==> config.mk <==
export PLATFORM = sky130hd
export DESIGN_NAME = lsu_rf_writer
export DESIGN_NICKNAME = d
export VERILOG_FILES = /design/src/rtl/lsu_pkg.sv /design/src/rtl/lsu_load_align.sv /design/src/rtl/lsu_rf_writer.sv
export SDC_FILE = /design/constraint.sdc
export NUM_CORES = 1
export LEC_CHECK = 0
export ABC_AREA = 1
export BUFFER_PORTS_ARGS = -buffer_cell sky130_fd_sc_hd__buf_2
export CAP_MARGIN = 15
export CORE_MARGIN = 1.5
export CORE_UTILIZATION = 45
export CTS_CLUSTER_SIZE = 10
export DETAILED_ROUTE_END_ITERATION = 12
export PLACE_DENSITY = 0.76
export SYNTH_ARGS = -nofsm -noshare
export SYNTH_HDL_FRONTEND = slang
export SYNTH_HIERARCHICAL = 1
export SYNTH_SLANG_ARGS = --single-unit
==> constraint.sdc <==
create_clock -name clk -period 11.07 [get_ports clk]
set_input_delay 0 -clock clk [delete_from_list [all_inputs] [get_ports clk]]
set_output_delay 0 -clock clk [all_outputs]
set_load 0.01 [all_outputs]
==> src/rtl/lsu_pkg.sv <==
// Shared definitions for the load/store unit: opcode and funct3 encodings,
// the sequencer state type, and small decode helpers used by the LSU and
// its load-alignment datapath.
package lsu_pkg;

  localparam logic [6:0] OPC_LOAD  = 7'b0000011;
  localparam logic [6:0] OPC_STORE = 7'b0100011;

  localparam logic [2:0] F3_B  = 3'b000;
  localparam logic [2:0] F3_H  = 3'b001;
  localparam logic [2:0] F3_W  = 3'b010;
  localparam logic [2:0] F3_BU = 3'b100;
  localparam logic [2:0] F3_HU = 3'b101;

  typedef enum logic [2:0] {
    IDLE  = 3'd0,
    REQ   = 3'd1,
    RSP   = 3'd2,
    WB    = 3'd3,
    ABORT = 3'd4
  } lsu_state_t;

  function automatic logic is_load(input logic [6:0] opc, input logic [2:0] f3);
    return (opc == OPC_LOAD) && (f3 inside {F3_B, F3_H, F3_W, F3_BU, F3_HU});
  endfunction

  function automatic logic is_store(input logic [6:0] opc, input logic [2:0] f3);
    return (opc == OPC_STORE) && (f3 inside {F3_B, F3_H, F3_W});
  endfunction

  // funct3[1:0] encodes access size for both loads and stores: 00 byte,
  // 01 half, 10 word.
  function automatic logic is_misaligned(input logic [2:0] f3, input logic [1:0] off);
    logic mis;
    mis = 1'b0;
    case (f3[1:0])
      2'b01:   mis = off[0];
      2'b10:   mis = (off != 2'b00);
      default: mis = 1'b0;
    endcase
    return mis;
  endfunction

endpackage

==> src/rtl/lsu_load_align.sv <==
// Load data alignment and extension.
// Purely combinational: selects the byte/half/word addressed by byte_off_i
// from the read word and sign- or zero-extends it according to funct3_i.
//   rdata_i    : 32-bit word returned by memory
//   byte_off_i : addr[1:0] of the load
//   funct3_i   : load funct3 (lb/lh/lw/lbu/lhu)
//   data_o     : 32-bit value to write back
module lsu_load_align
  import lsu_pkg::*;
(
  input  logic [31:0] rdata_i,
  input  logic [1:0]  byte_off_i,
  input  logic [2:0]  funct3_i,
  output logic [31:0] data_o
);

  function automatic logic [31:0] ext_byte(input logic [7:0] b, input logic sgn);
    return sgn ? {{24{b[7]}}, b} : {24'h0, b};
  endfunction

  function automatic logic [31:0] ext_half(input logic [15:0] h, input logic sgn);
    return sgn ? {{16{h[15]}}, h} : {16'h0, h};
  endfunction

  logic [31:0] shifted;

  // Move the addressed lane down to bit 0 before extending.
  assign shifted = rdata_i >> {byte_off_i, 3'b000};

  always_comb begin
    data_o = shifted;
    case (funct3_i)
      F3_B:    data_o = ext_byte(shifted[7:0], 1'b1);
      F3_BU:   data_o = ext_byte(shifted[7:0], 1'b0);
      F3_H:    data_o = ext_half(shifted[15:0], 1'b1);
      F3_HU:   data_o = ext_half(shifted[15:0], 1'b0);
      default: data_o = shifted;
    endcase
  end

endmodule

==> src/rtl/lsu_rf_writer.sv <==
// Memory-access and write-back sequencer for the single-cycle core.
// Takes one decoded load/store at a time, runs the data-memory transaction
// over a valid/ready request channel plus a valid response channel, aligns
// and extends load data, and drives the register-file write port.
//   clk, rst                 : clock, synchronous active-high reset
//   start_i, instr_i, addr_i,
//   store_data_i             : operation from execute (sampled in IDLE)
//   busy_o                   : stall the core while not IDLE
//   done_o, misalign_o,
//   bus_err_o                : one-cycle completion / abort pulses
//   mem_req_*                : request channel (valid/ready)
//   mem_rsp_*                : response channel (valid only)
//   rf_w_en_o, rf_rd_id_o,
//   rf_rd_data_o             : register-file write port
module lsu_rf_writer
  import lsu_pkg::*;
#(
  parameter int XLEN        = 32,
  parameter int RSP_TIMEOUT = 255
) (
  input  logic            clk,
  input  logic            rst,
  input  logic            start_i,
  input  logic [31:0]     instr_i,
  input  logic [XLEN-1:0] addr_i,
  input  logic [XLEN-1:0] store_data_i,
  output logic            busy_o,
  output logic            done_o,
  output logic            misalign_o,
  output logic            bus_err_o,
  output logic            mem_req_valid_o,
  input  logic            mem_req_ready_i,
  output logic [XLEN-1:0] mem_req_addr_o,
  output logic            mem_req_we_o,
  output logic [3:0]      mem_req_wstrb_o,
  output logic [XLEN-1:0] mem_req_wdata_o,
  input  logic            mem_rsp_valid_i,
  input  logic [XLEN-1:0] mem_rsp_rdata_i,
  output logic            rf_w_en_o,
  output logic [4:0]      rf_rd_id_o,
  output logic [XLEN-1:0] rf_rd_data_o
);

  localparam int CNT_W = (RSP_TIMEOUT < 2) ? 1 : $clog2(RSP_TIMEOUT + 1);

  lsu_state_t       state_q, state_d;
  logic [CNT_W-1:0] cnt_q, cnt_d;

  logic [2:0]       f3_q, f3_d;
  logic [4:0]       rd_q, rd_d;
  logic             st_q, st_d;
  logic [31:0]      addr_q, addr_d;
  logic [31:0]      sdata_q, sdata_d;
  logic [31:0]      ldata_q, ldata_d;

  logic [6:0]       opc_in;
  logic [2:0]       f3_in;
  logic             ld_ok, st_ok;
  logic [31:0]      aligned;
  logic [3:0]       strb;
  logic [31:0]      wdata;
  logic             in_req, in_wb;
  logic             done, misalign, bus_err, w_en;

  // Upper instruction bits (rs1/rs2/imm) are resolved upstream.
  logic unused_instr;
  assign unused_instr = ^instr_i[31:15];

  assign opc_in = instr_i[6:0];
  assign f3_in  = instr_i[14:12];
  assign ld_ok  = is_load(opc_in, f3_in);
  assign st_ok  = is_store(opc_in, f3_in);

  lsu_load_align u_align (
    .rdata_i    (mem_rsp_rdata_i),
    .byte_off_i (addr_q[1:0]),
    .funct3_i   (f3_q),
    .data_o     (aligned)
  );

  // Store lane placement: narrow data is replicated so every lane carries
  // it and the strobe picks the addressed one.
  always_comb begin
    strb  = 4'b1111;
    wdata = sdata_q;
    case (f3_q[1:0])
      2'b00: begin
        strb  = 4'b0001 << addr_q[1:0];
        wdata = {4{sdata_q[7:0]}};
      end
      2'b01: begin
        strb  = 4'b0011 << addr_q[1:0];
        wdata = {2{sdata_q[15:0]}};
      end
      default: ;
    endcase
  end

  always_comb begin
    state_d  = state_q;
    cnt_d    = cnt_q;
    f3_d     = f3_q;
    rd_d     = rd_q;
    st_d     = st_q;
    addr_d   = addr_q;
    sdata_d  = sdata_q;
    ldata_d  = ldata_q;
    done     = 1'b0;
    misalign = 1'b0;
    bus_err  = 1'b0;
    w_en     = 1'b0;
    case (state_q)
      IDLE: begin
        if (start_i && (ld_ok || st_ok)) begin
          f3_d    = f3_in;
          rd_d    = instr_i[11:7];
          st_d    = st_ok;
          addr_d  = addr_i;
          sdata_d = store_data_i;
          state_d = is_misaligned(f3_in, addr_i[1:0]) ? ABORT : REQ;
        end
      end
      REQ: begin
        if (mem_req_ready_i) begin
          state_d = RSP;
          cnt_d   = '0;
        end
      end
      RSP: begin
        // A response in the timeout cycle still completes normally.
        if (mem_rsp_valid_i) begin
          if (st_q) begin
            done    = 1'b1;
            state_d = IDLE;
          end else begin
            ldata_d = aligned;
            state_d = WB;
          end
        end else if ((RSP_TIMEOUT != 0) && (cnt_q == CNT_W'(RSP_TIMEOUT))) begin
          bus_err = 1'b1;
          done    = 1'b1;
          state_d = IDLE;
        end else begin
          cnt_d = cnt_q + 1'b1;
        end
      end
      WB: begin
        w_en    = (rd_q != 5'd0);
        done    = 1'b1;
        state_d = IDLE;
      end
      ABORT: begin
        misalign = 1'b1;
        done     = 1'b1;
        state_d  = IDLE;
      end
      default: state_d = IDLE;
    endcase
  end

  always_ff @(posedge clk) begin
    if (rst) begin
      state_q <= IDLE;
      cnt_q   <= '0;
    end else begin
      state_q <= state_d;
      cnt_q   <= cnt_d;
    end
  end

  // Operand and result holding registers; only meaningful while the
  // state says so, so they need no reset.
  always_ff @(posedge clk) begin
    f3_q    <= f3_d;
    rd_q    <= rd_d;
    st_q    <= st_d;
    addr_q  <= addr_d;
    sdata_q <= sdata_d;
    ldata_q <= ldata_d;
  end

  assign in_req = (state_q == REQ);
  assign in_wb  = (state_q == WB);

  assign busy_o          = (state_q != IDLE);
  assign done_o          = done;
  assign misalign_o      = misalign;
  assign bus_err_o       = bus_err;
  assign mem_req_valid_o = in_req;
  assign mem_req_addr_o  = in_req ? {addr_q[31:2], 2'b00} : '0;
  assign mem_req_we_o    = in_req & st_q;
  assign mem_req_wstrb_o = (in_req && st_q) ? strb : 4'b0000;
  assign mem_req_wdata_o = (in_req && st_q) ? wdata : '0;
  assign rf_w_en_o       = w_en;
  assign rf_rd_id_o      = in_wb ? rd_q : 5'd0;
  assign rf_rd_data_o    = in_wb ? ldata_q : '0;

endmodule
==> results of run 1 <==
[cell usage after synthesis (6+ instances only)]
master,instances
nand2_1,103
edfxtp_1,105
dfxtp_1,11
inv_1,112
nand2_2,6
nor3_1,6
buf_2,9
nor2_1,154
o21ai_0,27
nand3_1,38
buf_6,9
a21oi_1,39
[power by group through the flow]
stage	logic, uW	registers [uW]	clock network [uW]
6_report	251	501	533
3_5_place_dp	219	509	0
5_1_grt	276	502	559
3_3_place_gp	218	509	0
4_1_cts	246	501	536
2_1_floorplan	138	508	0
[worst max-delay path: cells and delay by family, from the launching register on]
family	cells	cell delay, ns
DFF	1	1.00
and+or+nand+nor	1	0.07
buffers and inverters	2	0.90
AOI/OAI and AO/OA	2	0.52
[per-stage QoR]
stage          area [sq um]  util, %  power (uW)
2_1_floorplan          5920        -         646
3_3_place_gp           7080     55.7         727
3_5_place_dp           7080     55.7         728
4_1_cts                8620     67.8        1280
5_1_grt                8650     68.0        1340
6_report               8650     68.0        1280
[worst max path at each step]
stage                        to
detailed placement  ldata_q[27]
finish               ldata_q[1]
global placement    ldata_q[27]
floorplan             addr_q[0]
CTS                  ldata_q[1]
global route         ldata_q[5]
[cell type report]
cell class | instances | area [sq um] | area share, %
clock buffer | 18 | 429 | 4.96
sequential | 116 | 3370 | 39.0
clock inverter | 13 | 141 | 1.63
tap | 172 | 215 | 2.49
timing repair buffer | 325 | 2140 | 24.7
inverter | 120 | 458 | 5.29
multi-input combinational | 409 | 1890 | 21.9
[cells by family after synthesis]
family / count (synthesis)
flops: 116
compound gates: 78
fa+ha+maj: 4
other cells: 1
xor+xnor: 1
buf+inv: 149
simple gates: 324
[state kept, by name, indices dropped and copies added (netlist names)]
signal,count
addr_q,32
cnt_q,8
f3_q,3
ldata_q,32
rd_q,5
sdata_q,32
st_q,1
state_q,3
[metal layers]
metal,share of wire (%),vias up,track usage [%]
met5,0,-,0
met3,8.2,45,7.27
li1,-,2792,-
met4,2.8,0,10.2
met1,39,2596,28.1
met2,50,315,43.9
[cells in the final DEF, fill, tap and decap left out, drive strengths merged]
cell type      n
conb           2
nand4          2
nor3b          1
o31ai          1
buf          228
inv          120
o211ai         2
xnor2          1
and2           1
clkbuf        18
nor3           8
bufinv         3
ha             4
clkinvlp       2
nand3         46
nor2         156
o21ai         27
a21oi         40
edfxtp       105
dfxtp         11
dlygate4sd3   97
o221ai         4
clkinv         8
o22ai          4
nand2        110
==> flow_summary.json, run 1 <==
{
  "start_kind": "flip-flop",
  "r2r_end": "ldata_q[1]",
  "drtIter0Drc": 470,
  "cellPowerDensity_mw_per_mm2": 148,
  "synth_seq_area_share_pct": 57.0,
  "h-tree-depth": 4,
  "fmax_mhz": 380,
  "period_share_pct": 23.8,
  "dp_cells": 1044,
  "synth_edf_count": 105,
  "async_reset_ff_share_pct": 0,
  "yosys-top-cells-area": "edfxtp_1, nor2_1, inv_1",
  "cts_root_buf": "clkbuf_16",
  "clkTransAtPathRegs_ns": 0.05,
  "grt_pass1_wl_mm": 27.0,
  "synth_compound_area_share_pct": 7.13,
  "switching_power_uw": 348,
  "cp_max_fo": 39,
  "synthFlopType": "edfxtp_1",
  "syn2layout_area_growth_pct": 46.3,
  "dp_slack_ns": 8.77,
  "tns_ns": 0,
  "final_hold_viol_count": 0,
  "synth_top_area_share_pct": 53.3,
  "slew_viol_final": 0,
  "diodes": 0,
  "start_util_pct": 46.5,
  "synth_cells": 673,
  "cts_sinks": 116,
  "cp_slowest_cell": "edfxtp_1",
  "grt_use_total_pct": 24.8,
  "drc": 0,
  "power_switching_share_pct": 27.1,
  "antenna_found_initial": 0,
  "max_cap_violations": 0,
  "rsz0062_at_grt": "no",
  "hp-class": "primary input to flip-flop",
  "top_level_ports": 245,
  "numCtsBuffers": 17,
  "grt_max_degree": 69,
  "synth_xor_area_share_pct": 0.148,
  "placementRows": 41,
  "postCtsSetupRepairBufs": 0,
  "grt_pass1_vias": 5607,
  "p_seq_share_pct": 39.0,
  "crit_chain": "inv_4 > o21ai_0 > nor2_1 > a21oi_1 > dlygate4sd3_1",
  "hold_start": "mem_rsp_rdata_i[14]",
  "pwr-share-clk_pct": 41.5,
  "dieArea_sq_mm": 0.0138,
  "hold_end": "ldata_q[14]",
  "crit_path_end_kind": "flip-flop",
  "reg2reg_slack_ns": 8.44,
  "fin_crit_ns": 2.63,
  "routed_wl_mm": 17.1,
  "p_int_uw": 936,
  "routedWlPerCell_um": 14.6,
  "ys_types": 34,
  "crit_arrival_ns": 2.91,
  "fillerInstances": 966,
  "cts-resized-gates": 0,
  "setup_viol": 0,
  "hold_slack_ns": 0.0180,
  "grt_overflow": 0,
  "ys_warn_count": 6,
  "max_stage_delay_ns": 1.00,
  "die_w_um": 118,
  "required_ns": 11.35,
  "status": "complete, no violations",
  "ir_drop_v": 0.000153,
  "synth_top_family_by_area": "simple AND/OR/NAND/NOR gates",
  "crit_type": "flip-flop to flip-flop",
  "finalNonFillerCells": 1173,
  "tightest_slew_ns": 1.00,
  "syn_avg_cell_area_sq_um": 8.79,
  "worst_r2r_path_depth": 5,
  "r2r_start": "addr_q[0]",
  "fp.coreArea_sq_mm": 0.0127,
  "yosys.area.top_type": "edfxtp_1",
  "ys_ff_latch": 116,
  "cp-startpoint": "addr_q[0]",
  "cts_hold_buf": 97,
  "drive_gt1_share_pct": 28.3,
  "total_leakage_power_uw": 0.00426,
  "synthSimpleGateAreaFrac_pct": 23.7,
  "synthAdderAreaFrac_pct": 0.846,
  "cts_tree": "built",
  "nNetsFinal": 1126,
  "syn_area_sq_mm": 0.00591,
  "setup_ws_ns": 8.44,
  "place_congestion": 0.846,
  "post_drt_via_cell_ratio": 4.90,
  "hpwlAfterDp_mm": 10.1,
  "fin_skew_ns": 0.00589,
  "p_comb_share_pct": 19.5,
  "vias": 5748,
  "drtPass1Iterations": 5,
  "portBuffers": 225,
  "hold_depth": 5,
  "clockBufferDepth": 2,
  "relSlewSlack_pct": 33.3,
  "ant_nets": 0,
  "die_h_um": 118,
  "clk_latency_ns": 0.41,
  "synth_mux_area_share_pct": 0
}
(Power assumes the default switching activity.)
==> run 2, diff against run 1 <==
- clock period: 11.07 -> 2.7 ns (I/O delays scaled with it)
==> run 2 against run 1 <==
Net effect: worst setup slack worse by 8.0 ns; routed wire length up 0.21%; power rose to 4.2 times the previous value; register-to-register slack worse by 7.7 ns; critical endpoint is now mem_req_wdata_o[26].
==> flow_summary.json, run 2 (synthesis results as in run 1) <==
{
  "cp_common_cell": "nor2_1",
  "grt_use_total_pct": 24.7,
  "portBuffers": 225,
  "drive_gt1_share_pct": 29.1,
  "grt_overflow": 0,
  "fin_area_sq_mm": 0.00871,
  "clk_latency_ns": 0.41,
  "grt_pass1_vias": 5590,
  "period_share_pct": 83.0,
  "fin_skew_ns": 0.0119,
  "top_level_ports": 245,
  "place_congestion": 0.827,
  "routedWlPerCell_um": 14.6,
  "crit_arrival_ns": 2.24,
  "antenna_found_initial": 0,
  "vias": 5769,
  "die_w_um": 118,
  "grt_pass1_wl_mm": 27.2,
  "final_hold_viol_count": 0,
  "crit_type": "flip-flop to output pin",
  "fin_util_pct": 68.5,
  "drc": 0,
  "cp_slowest_cell": "edfxtp_1",
  "hp-class": "primary input to flip-flop",
  "layout_commonest_cell": "buf_2",
  "crit_path_end_kind": "output pin",
  "status": "complete, no violations",
  "drtIter0Drc": 455,
  "multi_input_area_sq_mm": 0.00190,
  "dpl_cell_area_sq_mm": 0.00713,
  "drtPass1Iterations": 5,
  "dp_cells": 1048,
  "fmax_mhz": 446,
  "die_h_um": 118,
  "ir_drop_v": 0.000449,
  "final-seq-area_sq_mm": 0.00338,
  "largestRegisters": "addr_q x32, ldata_q x32, sdata_q x32",
  "crit_chain": "buf_4 > nor2_1 > inv_1 > o21ai_0 > nor2_1 > buf_2",
  "required_ns": 2.70,
  "grt_max_degree": 69,
  "diodes": 0,
  "rsz0062_at_grt": "no",
  "syn2layout_area_growth_pct": 47.3,
  "start_kind": "flip-flop",
  "fillerInstances": 929,
  "hpwlAfterDp_mm": 10.2,
  "cts-resized-gates": 0,
  "max_stage_delay_ns": 0.44,
  "cellPowerDensity_mw_per_mm2": 612,
  "finalNonFillerCells": 1177,
  "numCtsBuffers": 17,
  "max_cap_violations": 0,
  "clockBufferDepth": 2,
  "start_util_pct": 46.5,
  "cts_sinks": 116,
  "setup_viol": 0,
  "placementRows": 41,
  "slew_viol_final": 0,
  "nNetsFinal": 1129,
  "fp.coreArea_sq_mm": 0.0127,
  "tns_ns": 0,
  "total_leakage_power_uw": 0.00428,
  "cp_max_fo": 20,
  "h-tree-depth": 4,
  "ant_nets": 0,
  "finalPower_uw": 5340,
  "postCtsSetupRepairBufs": 0,
  "post_drt_via_cell_ratio": 4.90,
  "routed_wl_mm": 17.2,
  "clkTransAtPathRegs_ns": 0.06,
  "fin_crit_ns": 2.24,
  "cts_tree": "built",
  "dieArea_sq_mm": 0.0138,
  "final_cell_mix": "buf_2, nor2_1, inv_1",
  "cts_root_buf": "clkbuf_16"
}
[run 2: path summary, 6_finish.rpt]
check                                         start                   to  slack [ns]  cells past startpoint
worst max-delay path                        f3_q[1]  mem_req_wdata_o[26]        0.46                      6
worst min-delay path            mem_rsp_rdata_i[10]          ldata_q[10]        0.03                      5
worst max register to register            addr_q[0]           ldata_q[4]        0.75                      5
worst min register to register             cnt_q[6]             cnt_q[6]        0.51                      2
[run 2: area by class of cell]
cell class	count	share of cell area (%)
flip-flops and latches	116	38.7
repair buffers	328	24.9
multi-input cells	409	21.8
inverters	120	5.25
clock buffers	20	5.01
well taps	172	2.47
clock inverters	12	1.81
[run 2: what timing repair did]
item                                   4_1_cts  5_1_grt
hold buffers                                96        0
setup endpoints to repair                    0        0
endpoints found under the hold margin       97        0
[run 2: where the power goes]
| group | internal [uW] | leakage [uW] | switching [uW] | total, uW |
|---|---|---|---|---|
| Sequential | 2020 | 0.00104 | 38.4 | 2050 |
| Combinational | 404 | 0.00297 | 626 | 1030 |
| Clock | 1450 | 0.000270 | 802 | 2250 |
[run 2: worst max-delay path, delay by kind of cell, from the launching register on]
family / cells / cell delay (ns)
simple gates: 2 / 0.38
compound gates: 1 / 0.38
buf+inv: 3 / 0.62
flops: 1 / 0.44
[run 2: per-stage QoR]
| stage | hold slack [ns] | setup WS (ns) |
|---|---|---|
| 3_5_place_dp | 0.178 | 0.816 |
| 4_1_cts | 0.000845 | 0.372 |
| 6_report | 0.0260 | 0.458 |
| 5_1_grt | 0.0100 | 0.316 |
| 2_1_floorplan | 0.0544 | -0.0915 |
| 3_3_place_gp | 0.176 | 0.880 |
[run 2: per-layer routing]
layer	track usage [%]	vias up	part of all wire [%]
met1	29.2	2639	39
li1	-	2784	-
met2	43.9	319	51
met5	0	-	0
met4	9.38	0	1.8
met3	5.43	27	7.6
==> run 3, diff against run 2 <==
- clock period: 2.7 -> 2.2 ns (I/O delays scaled with it)
==> run 3 against run 2 <==
Net effect: flip-flop and latch count is the same; via count shrank 0.21%; global-route usage grew 0.40 points; worst setup slack lost 0.31 ns; sequential power grew 23%; hold slack lost 0.0087 ns; final cell count grew 0.59%; clock power grew 28%; highest routed layer unchanged.
==> flow_summary.json, run 3 (synthesis results as in run 1) <==
{
  "crit_chain": "inv_4 > o21ai_0 > nor2_1 > a21oi_1 > dlygate4sd3_1",
  "antenna_found_initial": 0,
  "fin_skew_ns": 0.00624,
  "cp_max_fo": 39,
  "cts_root_buf": "clkbuf_16",
  "cellPowerDensity_mw_per_mm2": 762,
  "post_drt_via_cell_ratio": 4.86,
  "clockBufferDepth": 2,
  "dp_slack_ns": 0.457,
  "worst_r2r_path_depth": 5,
  "switching_power_uw": 1830,
  "drc": 0,
  "top_level_ports": 245,
  "cts_sinks": 116,
  "setup_viol": 0,
  "rsz0062_at_grt": "no",
  "ant_nets": 0,
  "h-tree-depth": 4,
  "routed_wl_mm": 17.4,
  "max_cap_violations": 0,
  "p_int_uw": 4870,
  "total_leakage_power_uw": 0.00432,
  "grt_pass1_vias": 5671,
  "vias": 5757,
  "fin_crit_ns": 2.05,
  "crit_family": "buffers and inverters",
  "p_comb_share_pct": 19.4,
  "largestRegisters": "addr_q x32, ldata_q x32, sdata_q x32",
  "crit_arrival_ns": 2.22,
  "routedWlPerCell_um": 14.7,
  "dp_cells": 1054,
  "p_seq_share_pct": 37.6,
  "cp.depth": 5,
  "clk_latency_ns": 0.42,
  "cts_tree": "built",
  "power_switching_share_pct": 27.3,
  "ir_drop_v": 0.000531,
  "placementRows": 41,
  "max_stage_delay_ns": 0.55,
  "final_cell_mix": "buf_2, nor2_1, inv_1",
  "required_ns": 2.37,
  "place_congestion": 0.803,
  "r2r_start": "addr_q[0]",
  "grt_overflow": 0,
  "drtPass1Iterations": 5,
  "clkTransAtPathRegs_ns": 0.06,
  "fp.coreArea_sq_mm": 0.0127,
  "grt_pass1_wl_mm": 27.4,
  "nNetsFinal": 1136,
  "syn2layout_area_growth_pct": 48.8,
  "status": "complete, no violations",
  "grt_max_degree": 49,
  "diodes": 0,
  "cp-startpoint": "addr_q[0]",
  "fmax_mhz": 487,
  "reg2reg_slack_ns": 0.15,
  "dieArea_sq_mm": 0.0138,
  "start_util_pct": 46.5,
  "crit_type": "flip-flop to flip-flop",
  "slew_viol_final": 0,
  "die_w_um": 118,
  "setup_ws_ns": 0.147,
  "numCtsBuffers": 17,
  "drive_gt1_share_pct": 29.4,
  "start_kind": "flip-flop",
  "final_hold_viol_count": 0,
  "postCtsSetupRepairBufs": 0,
  "r2r_end": "ldata_q[1]",
  "hp-class": "primary input to flip-flop",
  "layout_commonest_cell": "buf_2",
  "die_h_um": 118,
  "portBuffers": 225,
  "finalNonFillerCells": 1184,
  "hold_slack_ns": 0.0173,
  "tightest_slew_ns": 1.01,
  "period_share_pct": 93.3,
  "cp_slowest_cell": "dlygate4sd3_1",
  "pwr-share-clk_pct": 43.0,
  "relSlewSlack_pct": 32.5,
  "hpwlAfterDp_mm": 10.5,
  "drtIter0Drc": 476,
  "grt_use_total_pct": 25.1,
  "crit_buf_inv": 2,
  "cp-endpoint": "ldata_q[1]",
  "crit_path_end_kind": "flip-flop"
}
-- run 3: cell count changes in the layout (fill, tap and decap cells not counted), sizes merged --
| cell | previous run | this run |
|---|---|---|
| buf | 232 | 236 |
| clkinv | 4 | 6 |
| inv | 120 | 121 |
| bufinv | 3 | 4 |
| dlygate4sd3 | 96 | 99 |
| clkbuf | 20 | 19 |
| clkinvlp | 5 | 2 |
-- run 3: stage by stage --
step	power (uW)	cell area [sq um]	util [%]	TNS, ns
floorplan	3260	5930	-	-43.69
global placement	3690	7190	56.5	0
detailed placement	3700	7190	56.5	0
CTS	6690	8800	69.1	0
global route	6950	8800	69.2	0
finish	6710	8800	69.2	0
-- run 3: worst min-delay path by stage --
| stage | startpoint | endpoint | slack [ns] | depth (start not counted) |
|---|---|---|---|---|
| 3_5_place_dp | addr_i[31] | addr_q[31] | 0.18 | 1 |
| 6_report | mem_rsp_rdata_i[12] | ldata_q[12] | 0.02 | 5 |
| 4_1_cts | mem_rsp_rdata_i[12] | ldata_q[12] | 0.0006 | 5 |
| 2_1_floorplan | mem_rsp_valid_i | bus_err_o | 0.05 | 1 |
| 5_1_grt | mem_rsp_rdata_i[7] | ldata_q[7] | 0.03 | 4 |
| 3_3_place_gp | addr_i[31] | addr_q[31] | 0.18 | 1 |
-- run 3: repair_timing --
action | CTS | global route
hold endpoints to repair | 99 | 0
resized for setup | 0 | 2
endpoints found under the setup margin | 0 | 6
hold buffers | 99 | 0
-- run 3: final cells by class --
cell class	count	area [sq um]
inverters	120	458
multi-input cells	409	1910
clock inverters	13	183
clock buffers	19	433
repair buffers	335	2220
well taps	172	215
flip-flops and latches	116	3380
fillers	954	3920
-- run 3: layer usage --
| metal | share of wire, % | global-route usage (%) | vias up |
|---|---|---|---|
| met5 | 0 | 0 | - |
| met4 | 2.4 | 10.1 | 0 |
| met3 | 8.3 | 6.64 | 44 |
| met1 | 38 | 28.7 | 2596 |
| met2 | 51 | 44.6 | 313 |
| li1 | - | - | 2804 |
-- run 3: power groups by stage --
stage / registers, uW / clock network [uW] / logic [uW]
3_5_place_dp: 2560 / 0 / 1130
3_3_place_gp: 2560 / 0 / 1130
4_1_cts: 2520 / 2900 / 1270
2_1_floorplan: 2560 / 0 / 703
5_1_grt: 2520 / 3000 / 1430
6_report: 2520 / 2880 / 1300
-- run 3: worst reg2reg max path: cells and delay by family, from the launching register on --
kind	cells	cell delay, ns
and+or+nand+nor	1	0.13
AOI/OAI and AO/OA	2	0.25
DFF	1	0.52
buffers and inverters	2	0.91
